$ cat config.mk
export PLATFORM = sky130hd
export DESIGN_NAME = led_pattern_seq_flat
export DESIGN_NICKNAME = d
export VERILOG_FILES = /design/src/rtl/led_pattern_seq_pkg.sv /design/src/rtl/led_pattern_seq_if.sv /design/src/rtl/led_pattern_seq_btn_debounce.sv /design/src/rtl/led_pattern_seq.sv /design/src/flat_wrapper.sv
export SDC_FILE = /design/constraint.sdc
export NUM_CORES = 1
export LEC_CHECK = 0
export BUFFER_PORTS_ARGS = -buffer_cell sky130_fd_sc_hd__buf_4
export CORE_MARGIN = 2
export CORE_UTILIZATION = 32
export DETAILED_ROUTE_END_ITERATION = 10
export GPL_TIMING_DRIVEN = 1
export PLACE_DENSITY_LB_ADDON = 0.08
export RECOVER_POWER = 100
export SLEW_MARGIN = 10
export SYNTH_ARGS = -nofsm -noshare
export SYNTH_HDL_FRONTEND = slang
export SYNTH_SLANG_ARGS = --single-unit
$ cat constraint.sdc
create_clock -name C -period 2.7 [get_ports C]
set_clock_uncertainty 0.05 [all_clocks]
set_input_delay 0.27 -clock C [delete_from_list [all_inputs] [get_ports C]]
set_output_delay 0.27 -clock C [all_outputs]
set_load 0.02 [all_outputs]
$ cat src/rtl/led_pattern_seq_pkg.sv
// Shared encodings for the LED pattern sequencer: mode codes, bounce
// direction and the pattern each mode starts from.
package led_seq_pkg;

    typedef enum logic [1:0] {
        MODE_COUNT  = 2'd0,
        MODE_WALK   = 2'd1,
        MODE_BOUNCE = 2'd2,
        MODE_BLINK  = 2'd3
    } mode_e;

    typedef enum logic {
        DIR_UP   = 1'b0,
        DIR_DOWN = 1'b1
    } dir_e;

    localparam logic [3:0] INIT_COUNT  = 4'b0000;
    localparam logic [3:0] INIT_WALK   = 4'b0001;
    localparam logic [3:0] INIT_BOUNCE = 4'b0001;
    localparam logic [3:0] INIT_BLINK  = 4'b0000;

    function automatic logic [3:0] init_pattern(input mode_e m);
        logic [3:0] p;
        case (m)
            MODE_COUNT:  p = INIT_COUNT;
            MODE_WALK:   p = INIT_WALK;
            MODE_BOUNCE: p = INIT_BOUNCE;
            default:     p = INIT_BLINK;
        endcase
        return p;
    endfunction

endpackage

$ cat src/rtl/led_pattern_seq_if.sv
// Step tick / button inputs and LED / mode outputs of the LED sequencer.
interface led_pattern_seq_if;
    logic       CE;
    logic       BTN;
    logic [3:0] LEDS;
    logic [1:0] MODE;

    modport master (output CE, output BTN, input LEDS, input MODE);
    modport slave  (input CE, input BTN, output LEDS, output MODE);
endinterface

$ cat src/rtl/led_pattern_seq_btn_debounce.sv
// Button conditioning: 2-FF synchronizer, tick-based debounce counter and
// a one-cycle pulse on each accepted rising level.
module btn_debounce #(
    parameter int DEB_TICKS = 3
) (
    input  logic C,
    input  logic CLR_N,
    input  logic CE,
    input  logic BTN_IN,
    output logic LEVEL,
    output logic PRESS
);

    localparam logic [2:0] DEB_CNT = 3'(DEB_TICKS);

    logic       sync1_q, sync1_d;
    logic       sync2_q, sync2_d;
    logic       level_q, level_d;
    logic       level_prev_q, level_prev_d;
    logic [2:0] cnt_q, cnt_d;

    always_comb begin
        sync1_d      = BTN_IN;
        sync2_d      = sync1_q;
        level_prev_d = level_q;
        level_d      = level_q;
        cnt_d        = cnt_q;
        if (CE) begin
            if (sync2_q != level_q) begin
                // A level is accepted only after DEB_TICKS consecutive disagreeing ticks.
                if (cnt_q + 3'd1 == DEB_CNT) begin
                    level_d = sync2_q;
                    cnt_d   = 3'd0;
                end else begin
                    cnt_d = cnt_q + 3'd1;
                end
            end else begin
                cnt_d = 3'd0;
            end
        end
    end

    always_ff @(posedge C or negedge CLR_N) begin
        if (!CLR_N) begin
            sync1_q      <= 1'b0;
            sync2_q      <= 1'b0;
            level_q      <= 1'b0;
            level_prev_q <= 1'b0;
            cnt_q        <= 3'd0;
        end else begin
            sync1_q      <= sync1_d;
            sync2_q      <= sync2_d;
            level_q      <= level_d;
            level_prev_q <= level_prev_d;
            cnt_q        <= cnt_d;
        end
    end

    assign LEVEL = level_q;
    assign PRESS = level_q & ~level_prev_q;

endmodule

$ cat src/rtl/led_pattern_seq.sv
// Four-LED pattern driver: a debounced button cycles the mode, each CE tick
// advances the current mode's pattern by one step.
module led_pattern_seq
    import led_seq_pkg::*;
#(
    parameter int DEB_TICKS = 3
) (
    input  logic               C,
    input  logic               CLR_N,
    led_pattern_seq_if.slave   bus
);

    mode_e      mode_q, mode_d;
    dir_e       dir_q, dir_d;
    logic [3:0] leds_q, leds_d;
    logic       press;
    logic       level;

    btn_debounce #(.DEB_TICKS(DEB_TICKS)) u_debounce (
        .C      (C),
        .CLR_N  (CLR_N),
        .CE     (bus.CE),
        .BTN_IN (bus.BTN),
        .LEVEL  (level),
        .PRESS  (press)
    );

    always_comb begin
        mode_d = mode_q;
        dir_d  = dir_q;
        leds_d = leds_q;
        // A press overrides a coincident tick: the new mode starts from its initial pattern.
        if (press) begin
            mode_d = mode_e'(mode_q + 2'd1);
            leds_d = init_pattern(mode_d);
            dir_d  = DIR_UP;
        end else if (bus.CE) begin
            case (mode_q)
                MODE_COUNT: leds_d = leds_q + 4'd1;
                MODE_WALK:  leds_d = {leds_q[2:0], leds_q[3]};
                MODE_BOUNCE: begin
                    // Turn around at either end so each end lamp is lit once per sweep.
                    if (dir_q == DIR_UP) begin
                        if (leds_q[3]) begin
                            dir_d  = DIR_DOWN;
                            leds_d = leds_q >> 1;
                        end else begin
                            leds_d = leds_q << 1;
                        end
                    end else begin
                        if (leds_q[0]) begin
                            dir_d  = DIR_UP;
                            leds_d = leds_q << 1;
                        end else begin
                            leds_d = leds_q >> 1;
                        end
                    end
                end
                default:    leds_d = ~leds_q;
            endcase
        end
    end

    always_ff @(posedge C or negedge CLR_N) begin
        if (!CLR_N) begin
            mode_q <= MODE_COUNT;
            dir_q  <= DIR_UP;
            leds_q <= 4'b0000;
        end else begin
            mode_q <= mode_d;
            dir_q  <= dir_d;
            leds_q <= leds_d;
        end
    end

    assign bus.LEDS = leds_q;
    assign bus.MODE = mode_q;

endmodule

$ cat src/flat_wrapper.sv
// flat-port wrapper written by rule: the top's interface ports become plain ports
module led_pattern_seq_flat import led_seq_pkg::*;
#(
    parameter int DEB_TICKS = 3
)
  (C, CLR_N, bus_CE, bus_BTN, bus_LEDS, bus_MODE);
  led_pattern_seq_if bus_i ();
  input  logic C;
  input  logic CLR_N;
  input wire logic [$bits(bus_i.CE)-1:0] bus_CE;
  input wire logic [$bits(bus_i.BTN)-1:0] bus_BTN;
  output wire logic [$bits(bus_i.LEDS)-1:0] bus_LEDS;
  output wire logic [$bits(bus_i.MODE)-1:0] bus_MODE;
  assign bus_i.CE = bus_CE;
  assign bus_i.BTN = bus_BTN;
  assign bus_LEDS = bus_i.LEDS;
  assign bus_MODE = bus_i.MODE;
  led_pattern_seq #(.DEB_TICKS(DEB_TICKS)) u_core (.C(C), .CLR_N(CLR_N), .bus(bus_i));
endmodule
==> run summary, run 1 <==
Outcome: complete, no violations
DR WL/cell: 14.1 µm
Die footprint: 0.00316 mm²
CP required: 2.82 ns
Crit path time final: 1.57 ns
Clock buffer depth: 2
Post-DRT Antenna Nets: 0
Setup bufs post-CTS: 0
Share of cells above drive strength 1: 7.14%
Max Freq: 637 MHz
Largest net degree at the start of global routing: 16
Power, Total: 1110 µW
Site Rows: 18
Critical path's top delay family: compound AO/OA/AOI/OAI gates
Die height: 56.2 µm
Critical path arrival: 1.69 ns
CP bufs+invs: 1
Largest family of logic cells by synthesized area: compound AO/OA/AOI/OAI gates
Max-slew headroom at the worst pin: 45.3%
Multiplexer area fraction after synthesis: 2.44%
Clock-pin slew on the worst setup and hold paths: 0.09 ns
Layout Nets: 111
Fin Setup TNS: 0 ns
Final setup viols: 0
Syn Inst Count: 88
Max_cap viols: 0
R2R setup slack: 1.13 ns
Post-synth cell types: 33
Path length in cells of the critical path: 5
Syn_nets: 100
Max Slew Vio Count: 0
Post-Synth Simple-Gate Area: 15.9%
Synth Area in Compound Gates: 20.1%
Final hold vios: 0
Ant diodes: 0
Synth Warn #: 0
H-Tree Depth: 1
1st-pass router iterations: 4
HPWL after DPL: 1340 µm
Leak: 0.000423 µW
Vias in the first global route: 686
Crit Path Class: reg -> reg
Mapped Avg Cell Area: 9.91 µm²
Clock tree from TritonCTS: done
Routed WL: 1810 µm
Worst ir drop on vdd: 0.000564 V
Tot GR Track Use: 13.1%
Resize count post-CTS: 0
CTS sink cnt: 14
RSZ-0062 raised after global routing: no
Crit path largest cell delay: 0.43 ns
Max FO, Critical Path: 8
R2R cell count: 5
Fin area: 971 µm²
Final worst slack: 1.13 ns
Synth Register Bits: 14
P&R area growth vs syn: 11.3%
Placement Setup Slack: 1.12 ns
CP endpoint kind: register
GP Congestion: 0.763
Final period util: 58.1%
Global-route wire length before repair: 3230 µm
CTS Buf Count: 3
CTS Hold Buffers Added: 1
RR Endpoint: u_core.bus.LEDS[3]$_DFFE_PN0P_
Post-Synth Adder-Cell Area: 11.5%
Setup crit start kind: register
Initial antenna violation count: 0
Min-Delay Startpoint: bus_BTN
Power per cell area: 1150 mW/mm²
Post-place instance area: 951 µm²
Root buffer cell: clkbuf_4
Die Wd: 56.2 µm
Crit path cell chain: inv_1 > ha_1 > a31oi_1 > nor3b_1 > o31a_1
Register area share after synthesis: 40.2%
CP max stage cell: dfrtp_1
I/O pin count: 10
GRT overflow: 0
Via count: 685
Number of remaining DRC errors: 0
Worst skew pair latency: 0.28 ns
Core Area: 0.00252 mm²
Critical Path End: u_core.bus.LEDS[3]$_DFFE_PN0P_
I/O Buffers: 9
Worst hold path class: in -> reg
DR iter-0 viols: 5
Crit. Startpoint: u_core.bus.MODE[0]$_DFFE_PN0P_
R2R Path Start: u_core.bus.MODE[0]$_DFFE_PN0P_
Least-Margin Pin Slew: 0.820 ns
Via density: 5.35
Starting Density: 34.6%
Mapped Area: 872 µm²
Post-Synth XOR/XNOR Area: 3.01%
power by group:
part / switching [µW] / internal (µW) / leakage, µW
logic: 315 / 232 / 0.000228
clock network: 70.5 / 82.0 / 0.0000210
registers: 122 / 292 / 0.000174
total: 507 / 606 / 0.000423
cell usage after synthesis:
cell type  number  area share (%)
a211oi_1        1            0.86
a21boi_0        1            0.86
a21oi_1         3             1.7
a221oi_1        1             1.0
a22o_1          2             2.0
a31o_1          1             1.0
a31oi_1         2             1.4
a41oi_1         1             1.0
and2b_1         1            0.86
buf_2           3             1.7
buf_6           1             1.3
dfrtp_1        14              40
ha_1            8              11
inv_1           9             3.9
mux2_1          1             1.3
mux2i_1         1             1.1
nand2_1         4             1.7
nand2b_1        4             2.9
nand2b_4        1             1.6
nand3_1         7             4.0
nand4_1         2             1.4
nand4b_1        1             1.0
nor2_1          1            0.43
nor3_1          2             1.1
nor3b_1         1            0.86
o2111a_1        1             1.3
o2111ai_1       2             2.0
o211ai_1        3             2.6
o21ai_0         4             2.3
o2bb2ai_1       1             1.0
o31a_1          1             1.0
xnor2_1         1             1.0
xor2_1          2             2.0
worst min path at each step:
stage / endpoint / slack [ns] / cells after the start
after floorplan: u_core.bus.LEDS[0]$_DFFE_PN0P_ / -0.08 / 0
after global placement: u_core.bus.LEDS[1]$_DFFE_PN0P_ / 0.09 / 1
after detailed placement: u_core.bus.LEDS[1]$_DFFE_PN0P_ / 0.09 / 1
after CTS: u_core.u_debounce.sync1_q$_DFF_PN0_ / 0.03 / 1
after global routing: u_core.u_debounce.sync1_q$_DFF_PN0_ / 0.04 / 1
final: u_core.u_debounce.sync1_q$_DFF_PN0_ / 0.07 / 1
stage by stage:
step                hold WS, ns  std cells  util (%)
floorplan               -0.0756         88         -
global placement         0.0868        123      37.7
detailed placement       0.0874        123      37.7
CTS                      0.0277        128      39.5
global route             0.0446        128      38.5
finish                   0.0661        128      38.5
sequential cells by signal, indices dropped and copies added, names as in the netlist:
signal and cells:
u_core.u_debounce.level_prev_q 1, u_core.bus.MODE 2, u_core.u_debounce.cnt_q 3, u_core.dir_q 1, u_core.u_debounce.LEVEL 1, u_core.u_debounce.sync1_q 1, u_core.bus.LEDS 4, u_core.u_debounce.sync2_q 1
cell families (layout without fill, tap and decap cells):
logic type,after synthesis,after routing
fa+ha+maj,8,8
compound gates,24,24
buf+inv,13,23
mux,2,2
simple gates,24,24
flops,14,14
xor+xnor,3,3
routing by layer:
layer / GRT usage [%] / routed length [µm] / vias up
met3: 4.42 / 87 / 2
met2: 20.2 / 817 / 16
met4: 2.04 / 15 / 0
met1: 18.0 / 890 / 327
li1: - / - / 340
met5: 0 / 0 / -
worst register-to-register path, stage by stage, from the launching register on:
cell     delay [ns]
dfrtp_1        0.43
inv_1          0.11
ha_1           0.31
a31oi_1        0.18
nor3b_1        0.07
o31a_1         0.30
cell type report:
class / count / area [µm²]
Clock buffer: 4 / 36.3
Fill cell: 271 / 1550
Inverter: 9 / 33.8
Multi-Input combinational cell: 61 / 462
Sequential cell: 14 / 350
Tap cell: 30 / 37.5
Timing Repair Buffer: 10 / 51.3
cells in the final DEF, fill, tap and decap left out, types with 3 or more instances in the layout:
master    Yosys  layout
dfrtp_1      14      14
clkbuf_1      0       7
o21ai_0       4       4
nand3_1       7       7
a21oi_1       3       3
inv_1         9       9
nand2_1       4       4
nand2b_1      4       4
clkbuf_4      0       4
ha_1          8       8
o211ai_1      3       3
Note: power is estimated with default switching activity, not from simulation.
==> inputs of run 2 (changes only) <==
--- a/config.mk
+++ b/config.mk
@@ -5,6 +5,7 @@
 export SDC_FILE = /design/constraint.sdc
 export NUM_CORES = 1
 export LEC_CHECK = 0
+export ABC_AREA = 1
 export BUFFER_PORTS_ARGS = -buffer_cell sky130_fd_sc_hd__buf_4
 export CORE_MARGIN = 2
 export CORE_UTILIZATION = 32
==> constraint.sdc (replaced) <==
create_clock -name C -period 1.3 [get_ports C]
set_clock_uncertainty 0.05 [all_clocks]
set_input_delay 0.13 -clock C [delete_from_list [all_inputs] [get_ports C]]
set_output_delay 0.13 -clock C [all_outputs]
set_load 0.02 [all_outputs]
==> run 2 against run 1 <==
The run now ends with setup timing left. Utilization grew 8.9 points. Non-clock buffer count grew 14. Die area grew 0.39%. Critical path depth grew 2. Sequential cell count is the same. Fmax grew 21%. Sequential share of layout area shrank 6.6 points. Area after synthesis grew 0.43%. Setup slack lost 1.1 ns. Critical path type unchanged. Critical endpoint is now u_core.bus.LEDS[2]$_DFFE_PN0P_. Largest power group unchanged.
==> run summary, run 2 <==
Outcome: finished, violations left
Failing checks: setup timing
Global-route wire length before repair: 3110 µm (-3.7%)
R2R setup slack: -0.003 ns (-1.13 ns)
CTS sink cnt: 14 (unchanged)
Die height: 56.3 µm (+0.20%)
Commonest non-fill, non-tap cells in the layout: nand2_1 (37), buf_4 (16), inv_1 (11)
Final worst slack: -0.00255 ns (-1.13 ns)
Max Slew Vio Count: 0 (unchanged)
Mapped Area: 876 µm² (+0.43%)
P&R area growth vs syn: 37.6%
Clock buffer depth: 2 (unchanged)
Placement Setup Slack: -0.131 ns (-1.25 ns)
Max FO, Critical Path: 4 (-4)
Synth top area cells: dfrtp_1 (40%), nand2_1 (17%), ha_1 (11%), inv_1 (6.0%), a21oi_1 (4.6%)
Die footprint: 0.00317 mm² (+0.39%)
Post-DRT Antenna Nets: 0 (unchanged)
CP required: 1.42 ns (-1.40 ns)
Crit path largest cell delay: 0.48 ns (+0.05 ns)
DR iter-0 viols: 17 (+12)
Crit Path Class: reg -> reg
Routed WL: 2010 µm (+11%)
Clk pwr share: 10.4% (-3.3 points)
Via density: 4.70 (-12%)
Share of cells above drive strength 1: 34.0% (+27 points)
Register area share after synthesis: 40.0% (-0.17 points)
Placed cell count: 160 (+30%)
Leak: 0.000589 µW (+39%)
Async set-or-reset flop fraction in the synthesized netlist: 100% (unchanged)
Post-synth EDFFs: 0 (unchanged)
Power, Total: 2960 µW (+170%)
Flop pwr share: 29.0% (-8.1 points)
WHS: 0.154 ns (+0.0874 ns)
Top cells by count, synth: nand2_1 (39), dfrtp_1 (14), inv_1 (14)
H-Tree Depth: 1 (unchanged)
Synth Register Bits: 14 (unchanged)
Via count: 804 (+17%)
R2R cell count: 7 (+2)
CP endpoint kind: register
Site Rows: 18 (unchanged)
Clock-pin slew on the worst setup and hold paths: 0.08 ns (about the same)
Most used DFF post-synth: dfrtp_1
Die Wd: 56.3 µm (+0.20%)
Setup crit start kind: register
CTS Buf Count: 3 (unchanged)
Max_cap viols: 0 (unchanged)
Clock tree from TritonCTS: done
Max reg flops: 4 (unchanged)
Post-synth cell types: 19 (-42%)
Mapped Avg Cell Area: 7.62 µm² (-23%)
Worst skew pair latency: 0.27 ns (about the same)
Root buffer cell: clkbuf_4
Layout Cells excl Fill: 171 (+34%)
Internal: 1610 µW (+170%)
Commonest non-fill, non-tap cell in the layout: nand2_1
Largest net degree at the start of global routing: 15 (-1)
Number of remaining DRC errors: 0 (unchanged)
Worst hold stages: 4 (+3)
HPWL after DPL: 1440 µm (+7.2%)
Top-count cell post-synth: nand2_1
Core Area: 0.00254 mm² (+0.89%)
Syn Inst Count: 115 (+31%)
Initial antenna violation count: 0 (unchanged)
Crit path cell chain: ha_4 > inv_4 > nand2_4 > nand2_2 > o21ai_2 > o21ai_1 > nand2_1
Critical path arrival: 1.42 ns (-0.27 ns)
Max Freq: 768 MHz (+21%)
Least-Margin Pin Slew: 0.770 ns (-0.0499 ns)
I/O Buffers: 9 (unchanged)
Layout Nets: 154 (+39%)
Sw Pwr: 1350 µW (+170%)
Tot GR Track Use: 12.7% (-0.40 points)
Starting Density: 34.4% (-0.16 points)
Final hold vios: 0 (unchanged)
CP max stage cell: dfrtp_2
Ant diodes: 0 (unchanged)
DR WL/cell: 11.7 µm (-17%)
Area leader, netlist: dfrtp_1
RSZ-0062 raised after global routing: yes
Final setup viols: 1 (+1)
Max-slew headroom at the worst pin: 48.6% (+3.3 points)
GRT overflow: 0 (unchanged)
Final core occ: 47.3% (+8.9 points)
1st-pass router iterations: 5 (+1)
Combinational fraction of design power: 60.5% (+11 points)
GP Congestion: 0.842 (+10%)
Final period util: 100% (+42 points)
Post-synth top area share: 40.0% (-0.17 points)
Worst hold path class: in -> reg
I/O pin count: 10 (unchanged)
Worst ir drop on vdd: 0.00127 V (+130%)
Synth Warn #: 0 (unchanged)
Power per cell area: 2460 mW/mm² (+110%)
Crit path time final: 1.30 ns (-0.267 ns)
Vias in the first global route: 725 (+5.7%)
Sw Share: 45.6% (+0.059 points)
Syn_nets: 127 (+27%)
==> run 2: cell types whose count changed in the layout (fill, tap and decap cells not counted), sizes merged, moves of 5 or more <==
| cell | change |
|---|---|
| nand2 | +37 |
| buf | +16 |
| inv | +7 |
| o21ai | +6 |
| a21oi | +5 |
| nand2b | -5 |
==> run 2: layout make-up <==
cell class,instances,area (µm²)
tap,30,37.5
fill,270,1340
sequential,14,355
multi-input combinational,83,534
clock buffer,4,36.3
inverter,16,70.1
timing repair buffer,24,171
==> run 2: per-stage QoR <==
stage	setup TNS, ns	instance area, µm²
global placement	-0.181	1030
CTS	0	1130
finish	-0.00255	1200
floorplan	0	880
detailed placement	-0.190	1030
global route	-0.202	1200
==> run 2: repair_timing <==
item / CTS / global route
setup endpoints to repair: 4 / 7
cloned: 0 / 0
pin swaps: 3 / 9
hold endpoints to repair: 15 / 0
setup buffers: 1 / 4
gates resized for setup: 11 / 18
hold buffers: 2 / 0
==> run 2: per-layer routing <==
layer	track usage (%)	up-vias	wire (µm)
li1	-	417	-
met1	14.1	380	859
met2	23.2	5	1100
met3	2.07	2	33
met4	6.12	0	13
met5	0	-	0
==> run 2: cells by family after synthesis <==
kind of cell    Yosys count  synth area share [%]
xor+xnor                  3                  3.00
simple gates             53                  25.4
flops                    14                  40.0
fa+ha+maj                 8                  11.4
compound gates           19                  11.1
buf+inv                  18                  9.00
==> run 2: power groups by stage <==
stage	clock network [µW]	logic [µW]	registers (µW)
after floorplan	0	863	871
after global placement	0	1420	824
after detailed placement	0	1410	830
after CTS	325	1550	841
after global routing	349	1990	887
final	309	1790	860
==> run 2: path summary, 6_finish.rpt <==
kind	from	to
max in group asynchronous	CLR_N	u_core.bus.LEDS[0]$_DFFE_PN0P_
min reg2reg	u_core.u_debounce.sync1_q$_DFF_PN0_	u_core.u_debounce.sync2_q$_DFF_PN0_
min in group asynchronous	CLR_N	u_core.u_debounce.cnt_q[0]$_DFFE_PN0P_
max reg2reg	u_core.bus.MODE[1]$_DFFE_PN0P_	u_core.bus.LEDS[2]$_DFFE_PN0P_
min	bus_CE	u_core.u_debounce.cnt_q[0]$_DFFE_PN0P_
max	u_core.bus.MODE[1]$_DFFE_PN0P_	u_core.bus.LEDS[2]$_DFFE_PN0P_
==> run 2: critical path: cells and delay by family (launching register included) <==
family	cells	cell delay, ns
buffers and inverters	1	0.07
and+or+nand+nor	3	0.19
adders and majority gates	1	0.21
AOI/OAI and AO/OA	2	0.20
DFF	1	0.48
